`src/rtl/pipe_control.sv`:
```
// pipe_control: pipelined control decoder for the 5-stage core.
// Decodes the ID-stage opcode into a control bundle and carries it through the
// ID/EX, EX/MEM and MEM/WB registers, so each field reaches the stage that uses it.
// It also detects load-use hazards, inserts bubbles on flush or stall, and flags
// opcodes it cannot decode.
//
// Handshake: there is no valid/ready pair. id_valid qualifies the ID-stage
// instruction for one cycle. stall is a combinational request to hold PC and
// IF/ID. flush squashes the ID instruction. Once an instruction enters ID/EX it
// advances one stage per clock, and nothing downstream can hold it back.
module pipe_control #(
  parameter int ALU_OP_W  = 2,
  parameter int REG_W     = 5,
  parameter int EXT_OPS   = 1,
  parameter int HAZARD_EN = 1
) (
  input  logic                clk,
  input  logic                rst_n,
  input  logic                id_valid,
  input  logic [6:0]          op_code,
  input  logic [REG_W-1:0]    rs1_id,
  input  logic [REG_W-1:0]    rs2_id,
  input  logic [REG_W-1:0]    rd_id,
  input  logic                flush,
  output logic                stall,
  output logic [ALU_OP_W-1:0] ex_alu_op,
  output logic                ex_alu_src,
  output logic                ex_a_pc,
  output logic                ex_branch,
  output logic                ex_jump,
  output logic                ex_illegal,
  output logic                mem_mem_read,
  output logic                mem_mem_write,
  output logic                wb_reg_write_en,
  output logic                wb_mem_to_reg
);

  localparam logic [6:0] OP_R      = 7'b0110011;
  localparam logic [6:0] OP_I_ALU  = 7'b0010011;
  localparam logic [6:0] OP_LOAD   = 7'b0000011;
  localparam logic [6:0] OP_STORE  = 7'b0100011;
  localparam logic [6:0] OP_BRANCH = 7'b1100011;
  localparam logic [6:0] OP_JAL    = 7'b1101111;
  localparam logic [6:0] OP_JALR   = 7'b1100111;
  localparam logic [6:0] OP_LUI    = 7'b0110111;
  localparam logic [6:0] OP_AUIPC  = 7'b0010111;

  localparam logic [ALU_OP_W-1:0] ALU_ADD = ALU_OP_W'(2'd0);
  localparam logic [ALU_OP_W-1:0] ALU_BR  = ALU_OP_W'(2'd1);
  localparam logic [ALU_OP_W-1:0] ALU_FN  = ALU_OP_W'(2'd2);
  localparam logic [ALU_OP_W-1:0] ALU_LUI = ALU_OP_W'(2'd3);

  localparam logic ext_on    = (EXT_OPS != 0);
  localparam logic hazard_on = (HAZARD_EN != 0);

  // Full control bundle. An all-zero value is a bubble, and that includes illegal.
  typedef struct packed {
    logic                branch;
    logic                mem_read;
    logic                mem_to_reg;
    logic [ALU_OP_W-1:0] alu_op;
    logic                mem_write;
    logic                alu_src;
    logic                a_pc;
    logic                jump;
    logic                reg_write;
    logic                illegal;
  } ctrl_t;

  ctrl_t            dec;
  ctrl_t            idex;
  logic [REG_W-1:0] idex_rd;
  logic             hazard;

  logic             exmem_mem_read;
  logic             exmem_mem_write;
  logic             exmem_reg_write;
  logic             exmem_mem_to_reg;

  logic             memwb_reg_write;
  logic             memwb_mem_to_reg;

  // ID-stage decode of op_code into the control bundle.
  always_comb begin
    dec = '0;
    case (op_code)
      OP_R: begin
        dec.alu_op    = ALU_FN;
        dec.reg_write = 1'b1;
      end
      OP_I_ALU: begin
        dec.alu_op    = ALU_ADD;
        dec.alu_src   = 1'b1;
        dec.reg_write = 1'b1;
      end
      OP_LOAD: begin
        dec.mem_read   = 1'b1;
        dec.mem_to_reg = 1'b1;
        dec.alu_op     = ALU_ADD;
        dec.alu_src    = 1'b1;
        dec.reg_write  = 1'b1;
      end
      OP_STORE: begin
        dec.alu_op    = ALU_ADD;
        dec.mem_write = 1'b1;
        dec.alu_src   = 1'b1;
      end
      OP_BRANCH: begin
        dec.branch = 1'b1;
        dec.alu_op = ALU_BR;
      end
      OP_JAL: begin
        if (ext_on) begin
          dec.a_pc      = 1'b1;
          dec.jump      = 1'b1;
          dec.reg_write = 1'b1;
        end else begin
          dec.illegal = 1'b1;
        end
      end
      OP_JALR: begin
        if (ext_on) begin
          dec.alu_src   = 1'b1;
          dec.jump      = 1'b1;
          dec.reg_write = 1'b1;
        end else begin
          dec.illegal = 1'b1;
        end
      end
      OP_LUI: begin
        if (ext_on) begin
          dec.alu_op    = ALU_LUI;
          dec.alu_src   = 1'b1;
          dec.reg_write = 1'b1;
        end else begin
          dec.illegal = 1'b1;
        end
      end
      OP_AUIPC: begin
        if (ext_on) begin
          dec.alu_src   = 1'b1;
          dec.a_pc      = 1'b1;
          dec.reg_write = 1'b1;
        end else begin
          dec.illegal = 1'b1;
        end
      end
      default: begin
        dec.illegal = 1'b1;
      end
    endcase
    // Writes to x0 are discarded, so there is no point asking WB to do one.
    if (rd_id == '0) dec.reg_write = 1'b0;
  end

  // Load-use hazard: the load now in EX writes a register that ID reads.
  // rs2 is compared for every format, because that is cheaper than decoding
  // which formats actually read it. The check is suppressed during reset and
  // during a flush, since the ID instruction is squashed in both cases.
  always_comb begin
    hazard = hazard_on & rst_n & id_valid & ~flush & idex.mem_read &
             (idex_rd != '0) & ((idex_rd == rs1_id) | (idex_rd == rs2_id));
  end

  assign stall = hazard;

  // ID/EX register. A flush, a stall or an empty ID all load a bubble.
  always_ff @(posedge clk) begin
    if (!rst_n) begin
      idex    <= '0;
      idex_rd <= '0;
    end else if (flush || hazard || !id_valid) begin
      idex    <= '0;
      idex_rd <= '0;
    end else begin
      idex    <= dec;
      idex_rd <= rd_id;
    end
  end

  // EX/MEM register. It advances every cycle and carries only the MEM and WB fields.
  always_ff @(posedge clk) begin
    if (!rst_n) begin
      exmem_mem_read   <= 1'b0;
      exmem_mem_write  <= 1'b0;
      exmem_reg_write  <= 1'b0;
      exmem_mem_to_reg <= 1'b0;
    end else begin
      exmem_mem_read   <= idex.mem_read;
      exmem_mem_write  <= idex.mem_write;
      exmem_reg_write  <= idex.reg_write;
      exmem_mem_to_reg <= idex.mem_to_reg;
    end
  end

  // MEM/WB register. It advances every cycle and carries only the WB fields.
  always_ff @(posedge clk) begin
    if (!rst_n) begin
      memwb_reg_write  <= 1'b0;
      memwb_mem_to_reg <= 1'b0;
    end else begin
      memwb_reg_write  <= exmem_reg_write;
      memwb_mem_to_reg <= exmem_mem_to_reg;
    end
  end

  assign ex_alu_op       = idex.alu_op;
  assign ex_alu_src      = idex.alu_src;
  assign ex_a_pc         = idex.a_pc;
  assign ex_branch       = idex.branch;
  assign ex_jump         = idex.jump;
  assign ex_illegal      = idex.illegal;
  assign mem_mem_read    = exmem_mem_read;
  assign mem_mem_write   = exmem_mem_write;
  assign wb_reg_write_en = memwb_reg_write;
  assign wb_mem_to_reg   = memwb_mem_to_reg;

endmodule

```
`config.mk`:
```
export PLATFORM = sky130hd
export DESIGN_NAME = pipe_control
export DESIGN_NICKNAME = d
export VERILOG_FILES = /design/src/rtl/pipe_control.sv
export SDC_FILE = /design/constraint.sdc
export NUM_CORES = 1
export LEC_CHECK = 0
export ABC_AREA = 1
export CORE_MARGIN = 2
export CORE_UTILIZATION = 46
export DETAILED_ROUTE_END_ITERATION = 10
export PLACE_DENSITY = 0.83
export SETUP_SLACK_MARGIN = 0.5
export SLEW_MARGIN = 15
export SYNTH_ARGS = -nofsm -noshare
export SYNTH_HDL_FRONTEND = slang
export SYNTH_SLANG_ARGS = --single-unit
```
`constraint.sdc`:
```
create_clock -name clk -period 2 [get_ports clk]
set_input_delay 0.6 -clock clk [delete_from_list [all_inputs] [get_ports clk]]
set_output_delay 0.6 -clock clk [all_outputs]
set_load 0.005 [all_outputs]
```
==> impl_metrics.ini <==
[place]
gp_congestion = 0.762
dpl-instance-area_sq_mm = 0.00140
port_buffers = 37
dpl.hpwl_um = 1660
dpl_worst_slack_ns = -0.657

[worst_hold_path]
worstHoldPathCells = 2
hp-class = reg -> reg

[cts]
cts_max_level = 1
hold_buffers = 0
cts_tree = built
numCtsBuffers = 3
path_clk_slew_ns = 0.10
clock_tree.root_cell = clkbuf_4
cts.sinks = 20
clockBufferDepth = 2
worstSkewPairLatency_ns = 0.29

[route]
drc = 0
totalWireLength_um = 2340
via_count = 1015
dr_wl_met3_um = 80
wire_per_inst_um = 10.6
wl_met1_um = 925
firstDrtPassIters = 4
ant_nets = 0
wl_met2_um = 1320
vias_per_cell = 4.59
drt_iter0_drc = 14
routed.top_layer = met4

[synthesis]
synth_ff_type = dfxtp_1
synth.net_count = 174
synth.area.top_cells = dfxtp_1 40%, nand2_1 13%, inv_1 11%, nor2_1 9.0%, nor2_2 6.2%
synth_cells = 148
yosys_warnings = 0
synth-edff-count = 0
yosysTopAreaCell = dfxtp_1
ys_seq_elements = 20
synth_area_sq_mm = 0.00100
synth_most_common_cell = nand2_1
synth-async-reset-ratio_pct = 0
avgSynthCellArea_sq_um = 6.78
synth_top_area_share_pct = 39.9
yosysSeqAreaShare_pct = 39.9
ys_types = 18
synthTopCellsByCount = 34 x nand2_1, 30 x inv_1, 24 x nor2_1

[worst_setup_path]
reg2reg_depth = 12
critical_path_class = in -> out
required_ns = 1.40
crit_arrival_ns = 1.35
start_kind = input pin
endpoint_kind = output pin
critPathMaxFanout = 2

[final_layout]
nets = 221
drive_gt1_share_pct = 36.6
largest_reg_flops = 5
fillers = 152
diodes = 0
fin_area_sq_mm = 0.00155
syn_to_final_growth_pct = 54.5
largest-register = idex_rd

[grt]
track_usage_pct = 18.0
antenna_found_initial = 0
grt_pass1_wl_um = 3550
grt_start_max_net_pins = 16
grt_overflow = 0
grt_pass1_vias = 943

[sta]
finalCriticalPeriod_ns = 1.95
setup_viol = 0
drv_slew = 0
hold_viol = 0
hold_slack_ns = 0.416
fin_skew_ns = 0.00240
fmax_mhz = 512
relSlewSlack_pct = 77.0
finalSetupTns_ns = 0
worst_pin_slew_ns = 0.343
setup_slack_ns = 0.0480
rsz0062_at_grt = yes
fin_crit_sh_pct = 97.6

[power_and_ir_drop]
ir_worst_vdd_mv = 0.325
power.leakage_nw = 0.787
p_per_area_mw_per_mm2 = 487

[outcome]
status = completed

[floorplan]
rows = 16
io-pin-count = 38
dieArea_sq_mm = 0.00257
die_h_um = 50.7
coreArea_sq_mm = 0.00200
start_util_pct = 50.1
die_w_um = 50.7

[job]
maxCapViolCount = 0
[metal layers]
| layer | vias up | GRT usage, % |
|---|---|---|
| met5 | - | 0 |
| li1 | 529 | - |
| met3 | 4 | 2.98 |
| met1 | 458 | 18.0 |
| met2 | 24 | 36.8 |
| met4 | 0 | 5.41 |
[path summary, 6_finish.rpt]
check | slack [ns] | start | to
max | 0.05 | rs2_id[0] | stall
min | 0.42 | idex[5] | mem_mem_write
max reg2reg | 0.43 | idex_rd[0] | idex_rd[1]
min reg2reg | 0.42 | idex[5] | mem_mem_write
[layout make-up]
cell class / instances / area (sq um) / area share (%)
Clock buffer: 4 / 36.3 / 2.34
Timing Repair Buffer: 44 / 372 / 24.0
Multi-Input combinational cell: 96 / 581 / 37.4
Sequential cell: 20 / 415 / 26.8
Inverter: 30 / 113 / 7.26
Tap cell: 27 / 33.8 / 2.18
[logic make-up (layout without fill, tap and decap cells)]
group | count (synthesis) | in the layout | synth area share [%]
XOR/XNOR | 2 | 2 | 1.75
AND/OR/NAND/NOR | 91 | 92 | 42.6
AO/OA/AOI/OAI | 2 | 2 | 0.997
buffers and inverters | 33 | 78 | 14.7
flip-flops | 20 | 20 | 39.9
[worst max-delay path, cell delays in order]
cell	delay [ns]
buf_6	0.09
nor2_1	0.09
nor2_1	0.05
nor2_1	0.11
nand3_1	0.10
nand2_1	0.10
nand2_2	0.06
inv_2	0.04
buf_2	0.09
[power by group]
part,total [W],switching [W],internal (W)
clock network,0.000223,0.000113,0.000111
logic,0.000127,0.0000661,0.0000606
registers,0.000404,0.00000366,0.000401
total,0.000754,0.000182,0.000572
[placed cells by master, fill, tap and decap left out, types with 5 or more instances in the layout]
cell / count
nor2_2: 10
inv_1: 23
nand3_1: 9
nor2_1: 15
buf_2: 8
nand2_2: 5
nand2_1: 31
buf_4: 6
nor2_4: 12
inv_2: 7
dlygate4sd2_1: 16
dfxtp_2: 6
clkdlybuf4s50_1: 5
dfxtp_1: 12
[what timing repair did]
item	4_1_cts	5_1_grt
gates cloned	0	1
pin swaps	35	8
resized for setup	91	27
buffers inserted	2	1
endpoints found under the setup margin	27	19
[stage by stage]
stage / total power, W / std cells / utilization, %
2_1_floorplan: 0.000464 / 148 / -
3_3_place_gp: 0.000529 / 213 / 70.1
3_5_place_dp: 0.000533 / 213 / 70.1
4_1_cts: 0.000747 / 219 / 72.0
5_1_grt: 0.000792 / 221 / 77.4
6_report: 0.000754 / 221 / 77.4
Power figures use the tool's default switching activity.
